### config.mk
export PLATFORM = sky130hd
export DESIGN_NAME = fifo_word_packer
export DESIGN_NICKNAME = d
export VERILOG_FILES = /design/src/rtl/fifo_word_packer.sv
export SDC_FILE = /design/constraint.sdc
export NUM_CORES = 1
export LEC_CHECK = 0
export ABC_AREA = 1
export BUFFER_PORTS_ARGS = -buffer_cell sky130_fd_sc_hd__buf_2
export CORE_UTILIZATION = 40
export CTS_CLUSTER_DIAMETER = 200
export DETAILED_ROUTE_END_ITERATION = 7
export PLACE_DENSITY = 0.68
export SLEW_MARGIN = 5
export SYNTH_ARGS = -nofsm -noshare
export SYNTH_HDL_FRONTEND = slang
export SYNTH_SLANG_ARGS = --single-unit
### constraint.sdc
create_clock -name CLK -period 1.3 [get_ports CLK]
set_input_delay 0.065 -clock CLK [delete_from_list [all_inputs] [get_ports CLK]]
set_output_delay 0.065 -clock CLK [all_outputs]
set_load 0.005 [all_outputs]
### src/rtl/fifo_word_packer.sv
// fifo_word_packer: drains a byte FIFO and packs bytes little-endian into
// BYTES-wide words presented on a VALID/READY handshake. FLUSH emits a
// trailing partial word with byte enables marking the filled lanes.
// Optional: define WORD_CNT_EN to add WORD_CNT / PARTIAL_CNT transfer counters.
module fifo_word_packer #(
  parameter int BYTES = 4,
  parameter int CW    = 3
) (
  input  logic               CLK,
  input  logic               RESET,
  input  logic [7:0]         FIFO_DOUT,
  input  logic               FIFO_EF,
  output logic               FIFO_RE,
  input  logic               FLUSH,
  output logic [8*BYTES-1:0] WORD,
  output logic [BYTES-1:0]   BE,
  output logic               VALID,
  input  logic               READY,
  output logic               BUSY
`ifdef WORD_CNT_EN
  ,
  output logic [15:0]        WORD_CNT,
  output logic [7:0]         PARTIAL_CNT
`endif
);

  typedef enum logic {FILL, OUT} state_t;

  state_t             state_q, state_d;
  logic [CW-1:0]      cnt_q, cnt_d;
  logic [8*BYTES-1:0] word_q, word_d;
  logic [BYTES-1:0]   be_q, be_d;
  logic               re;

  // State, lane counter and word/enable registers
  always_ff @(posedge CLK) begin
    if (!RESET) begin
      state_q <= FILL;
      cnt_q   <= '0;
      word_q  <= '0;
      be_q    <= '0;
    end else begin
      state_q <= state_d;
      cnt_q   <= cnt_d;
      word_q  <= word_d;
      be_q    <= be_d;
    end
  end

  // Next state: reads take priority over flush; a full lane set forces OUT
  always_comb begin
    state_d = state_q;
    cnt_d   = cnt_q;
    word_d  = word_q;
    be_d    = be_q;
    re      = 1'b0;
    case (state_q)
      FILL: begin
        re = ~FIFO_EF;
        if (re) begin
          for (int k = 0; k < BYTES; k++)
            if (cnt_q == CW'(k)) word_d[k*8 +: 8] = FIFO_DOUT;
          if (cnt_q == CW'(BYTES-1)) begin
            state_d = OUT;
            be_d    = '1;
            cnt_d   = '0;
          end else begin
            cnt_d = cnt_q + CW'(1);
          end
        end else if (FLUSH && (cnt_q != '0)) begin
          state_d = OUT;
          for (int k = 0; k < BYTES; k++) be_d[k] = (CW'(k) < cnt_q);
          cnt_d = '0;
        end
      end
      OUT: begin
        if (READY) begin
          state_d = FILL;
          word_d  = '0;
          be_d    = '0;
        end
      end
      default: state_d = FILL;
    endcase
  end

  assign FIFO_RE = RESET & re;
  assign VALID   = (state_q == OUT);
  assign WORD    = word_q;
  assign BE      = be_q;
  assign BUSY    = (cnt_q != '0) | VALID;

`ifdef WORD_CNT_EN
  logic [15:0] wcnt_q;
  logic [7:0]  pcnt_q;

  // Transfer counters: total wraps, partial-word count saturates
  always_ff @(posedge CLK) begin
    if (!RESET) begin
      wcnt_q <= '0;
      pcnt_q <= '0;
    end else if (VALID && READY) begin
      wcnt_q <= wcnt_q + 16'd1;
      if ((be_q != '1) && (pcnt_q != 8'hFF)) pcnt_q <= pcnt_q + 8'd1;
    end
  end

  assign WORD_CNT    = wcnt_q;
  assign PARTIAL_CNT = pcnt_q;
`endif

endmodule

* Yosys cells after proc, flatten, opt, wreduce, memory -nomap -nowiden *
Index checks and enable logic that the tools add are counted.

operators by class
  div/mod/pow operators = 0
  equal/unequal tests = 12
  multiply operators = 0
  multiplexer cells = 21
  magnitude comparators = 4
  shift operators = 0
  bitwise logic cells = 4
  reduce and logical (&&, ||, !) cells = 9
  add/subtract/negate cells = 1

operator list
  operator             count
  $mux 32              2
  $pmux 32 s2          1
  $mux 8               4
  $mux 4               4
  $reduce_and 3->1     5
  $ne 2x2->1 const B   6
  $mux 3               3
  $pmux 4 s2           1
  $eq 3x2->1 const B   2
  $lt 1x3->1 const A   2
  $lt 2x3->1 const A   2
  $ne 3x3->1 const B   2
  $mux 1               5
  $add 3x1->3 const B  1
  $eq 3x1->1 const B   1
  $logic_not 3->1      1
  $reduce_bool 3->1    1
  $ne 2x1->1 const B   1
  $not 1->1            2
  $pmux 1 s2           1
  $reduce_and 2->1     1
  $and 1x1->1          1
  $logic_and 1x1->1    1
  $or 1x1->1           1

storage, ports and cells
  bits in registers = 40
  bits of input ports = 13
  bits in read-only memories = 0
  output and inout port bits = 39
  bits in writable memories = 0
  memories kept = 0
  latch bits = 0

* Logic depth before layout (Yosys ltp) *
  depth after elaboration = 5
  gate-level depth with buffers = 8
  gate-level depth less buffers = 8

* Worst setup path before layout *
Ideal clock, no wire load.

  kind = flip-flop to flip-flop
  from = register cnt_q[0]
  to = register word_q[0] (netlist: WORD[0])
  slack = -0.005 ns
  data arrival time = 1.173 ns
  path buffers = 0
  clock period less this slack = 1.305 ns
  stages on the path, launching flop included = 9
  setup time = 0.132 ns
  data required time = 1.168 ns
  cell sequence = dfxtp_1 > inv_1 > ha_1 > nand2_1 > inv_1 > nand2_2 > nand2_1 > nand2_1 > a21oi_1

on the way
  cells in the longest elaborated chain, start to end = 3

RTL lines
  what                               line  source
  start, declared                    30    logic [CW-1:0] cnt_q, cnt_d;
  start signal, assigned             44    cnt_q <= cnt_d;
  $logic_not 3->1                    62    if (cnt_q == CW'(k)) word_d[k*8 +: 8] = FIFO_DOUT;
  $ne 2x2->1 (no source line)        -
  $reduce_and 3->1 (no source line)  -
  end signal, assigned               45    word_q <= word_d;
  end, declared                      31    logic [8*BYTES-1:0] word_q, word_d;

Every way passes these cells.
A chain may end at the register's enable or synchronous reset.

* Worst setup path in the final report *
  from = register cnt_q[0]
  to = output BUSY

on the way
  cells in the longest elaborated chain, start to end = 2

RTL lines
  what               line  source
  $reduce_bool 3->1  91    assign BUSY = (cnt_q != '0) | VALID;
  $or 1x1->1         91
  end, declared      19    output logic BUSY

Every way passes these cells.

==> results.ini <==
[sta]
slew_headroom_pct=79.89
layout_setup_ws_ns=0.03061
rsz0062_at_grt=true
fmax_mhz=787.8
fin_tns_setup_ns=0
worst_pin_slew_ns=0.3006
hold_viol_final=0
setup_viol=0
hold_ws_ns=0.03728
timing.final.crit_period_ns=1.269
fin_skew_ns=0.007090
fin_crit_sh_pct=97.65
drv_slew=0

[cts]
clk_pin_slew_ns=0.08
cts_buffer_depth=2
insertion_delay_ns=0.29
cts_buffers=5
h-tree-depth=2
cts_tree=done
cts_sinks=40
cts-root-buf=clkbuf_8

[placed_design]
post-place-cells=324
dpl.hpwl_um=2866
io_buffers=51
pre_cts_ws_ns=0.01787
dpl_cell_area_um2=2041
place_congestion=0.8552

[yosys]
synth.distinct_cells=19
yosys_warnings=0
synth_cells=219
synth.avg_cell_area_um2=7.530
syn_area_um2=1649
synth-compound-area-share_pct=14.04
synthMuxAreaShare_pct=0
yosys.area_share.simple_pct=28.83
synth_xor_area_share_pct=0
synth_top_family_by_area=simple AND/OR/NAND/NOR gates
synth_fa_ha_area_share_pct=2.276
yosys.area.top_type_share_pct=48.56
seq_area_frac_synth_pct=48.56
yosysTopAreaCell=dfxtp_1
syn_nets=235
synth_area_leaders=dfxtp_1, nand2_1, a21oi_1
ys_ff_latch=40

[min_path]
hold_class=input pin to flip-flop
whs_path_depth=3
min_from=RESET
whs_endpoint=cnt_q[2]

[grt]
grtUsageTotal_pct=19.59
grt_pass1_vias=1376
grt_max_degree=29
grt_pass1_wl_um=6403
grt_overflow=0
antenna_found_initial=0

[final_layout]
final_util_pct=58.07
fin_area_um2=2206
multi_input_area_um2=803.3
synthToLayoutAreaGrowth_pct=33.76
n_fill_cell=353
nNetsFinal=301
antennaDiodeCount=0
layout.cells.non_filler=334
regArea_um2=807.0
drive_above_1_share_pct=33.22

[pwr]
p_leak_nw=1.029
p_total_mw=2.661
vdd_drop_max_mv=0.7380
p_per_area_nw_per_um2=1206

[critical_path]
critPathMaxFanout=4
critPathMaxStageDelay_ns=0.32
worstPathArrival_ns=1.20
crit_top_cell=nand2_1
reg2reg_to=cnt_q[1]
critical_path_class=flip-flop to output port
crit_path_cell_trace=inv_2 > ha_1 > nand2_1 > inv_1 > nand2_1 > buf_2
cp_slowest_cell=dfxtp_2
cp.required_ns=1.24
r2r_start=cnt_q[0]
worstRegToRegCells=7
r2r_setup_slack_ns=0.06
cp-start-kind=flip-flop
endpoint_kind=output port

[job]
cap_viol_max_count=0

[routing]
route.detailed.drc=0
drt-total-wl_um=3993
post_drt_via_cell_ratio=4.880
vias=1630
wl_per_cell_um=11.96
initialDrtViolationCount=116
drt.antenna.violating_nets=0
firstDrtPassIters=4

[die]
die-area_um2=4384
initial_core_util_pct=43.41
die-height_um=66.21
coreArea_um2=3799
fp-row-count=22
io_pins=52
die_x_um=66.21

[outcome]
outcome=finished clean

## kinds of logic (layout without fill, tap and decap cells)
logic type | Yosys count | in the layout
compound gates | 43 | 44
fa+ha+maj | 3 | 3
buf+inv | 26 | 92
flops | 40 | 40
simple gates | 107 | 107
## worst max-delay path: cells and delay by family (launching register included)
family | cells | cell delay, ns
flip-flops | 1 | 0.32
AND/OR/NAND/NOR | 2 | 0.13
buffers and inverters | 3 | 0.32
adder cells (fa/ha/maj) | 1 | 0.15
## report_power, final
| part | switching [mW] | leakage, nW | internal, mW |
|---|---|---|---|
| Clock | 0.419 | 0.0510 | 0.423 |
| Sequential | 0.0362 | 0.327 | 1.29 |
| Combinational | 0.289 | 0.651 | 0.202 |
## sequential cells by signal (all words and copies together), names as in the netlist
name / flops
BE: 4
VALID: 1
WORD: 32
cnt_q: 3
## cell usage after synthesis
library cell / n
nand2_1: 65
dfxtp_1: 40
a21oi_1: 39
nand3_1: 21
inv_1: 17
nor2_1: 12
clkbuf_1: 3
ha_1: 3
inv_2: 3
nand2_2: 3
nor2_4: 3
buf_2: 2
nand2_4: 2
buf_4: 1
o21ai_0: 1
o21ai_4: 1
o21bai_1: 1
o31ai_1: 1
or2_2: 1
## how the worst max path moves through the flow
stage,startpoint,to,slack [ns],cells after the start
after detailed placement,cnt_q[0],WORD[21],0.02,7
after floorplan,cnt_q[0],WORD[0],0.05,8
after global placement,cnt_q[0],WORD[19],0.05,7
after CTS,cnt_q[0],WORD[22],0.001,7
final,cnt_q[0],BUSY,0.03,6
after global routing,cnt_q[1],cnt_q[1],-0.03,7
## layer usage
| layer | global-route usage, % | vias to the layer above | wire length, um |
|---|---|---|---|
| met2 | 29.72 | 47 | 1783 |
| li1 | - | 837 | - |
| met3 | 4.138 | 5 | 219 |
| met4 | 6.383 | 0 | 35 |
| met5 | 0 | - | 0 |
| met1 | 27.37 | 741 | 1954 |
## layout make-up
class                   instances  share of cell area (%)
well taps                      48                   2.723
clock buffers                   6                   3.744
clock inverters                 2                  0.4538
repair buffers                 64                   16.56
inverters                      20                   3.517
multi-input cells             154                   36.42
flip-flops and latches         40                   36.59
## placed cells by master, fill, tap and decap left out, types with 2 or more instances in the layout
cell type  instances
nand2_1           63
dfxtp_1           37
inv_1             16
inv_2              3
clkbuf_8           6
buf_4             12
nand2_4            5
a21oi_1           38
nor2_1            11
clkinv_2           2
dfxtp_2            2
buf_2             51
ha_1               3
nor2_4             4
nand3_1           20
## repair_timing
action                                  CTS  global route
buffers inserted                          1             0
resized for setup                         2            14
endpoints found under the setup margin    1            33
gates cloned                              0             1
pin swaps                                 1             6
hold buffers                              0             0
No activity file was read; power rests on OpenSTA's default activity.
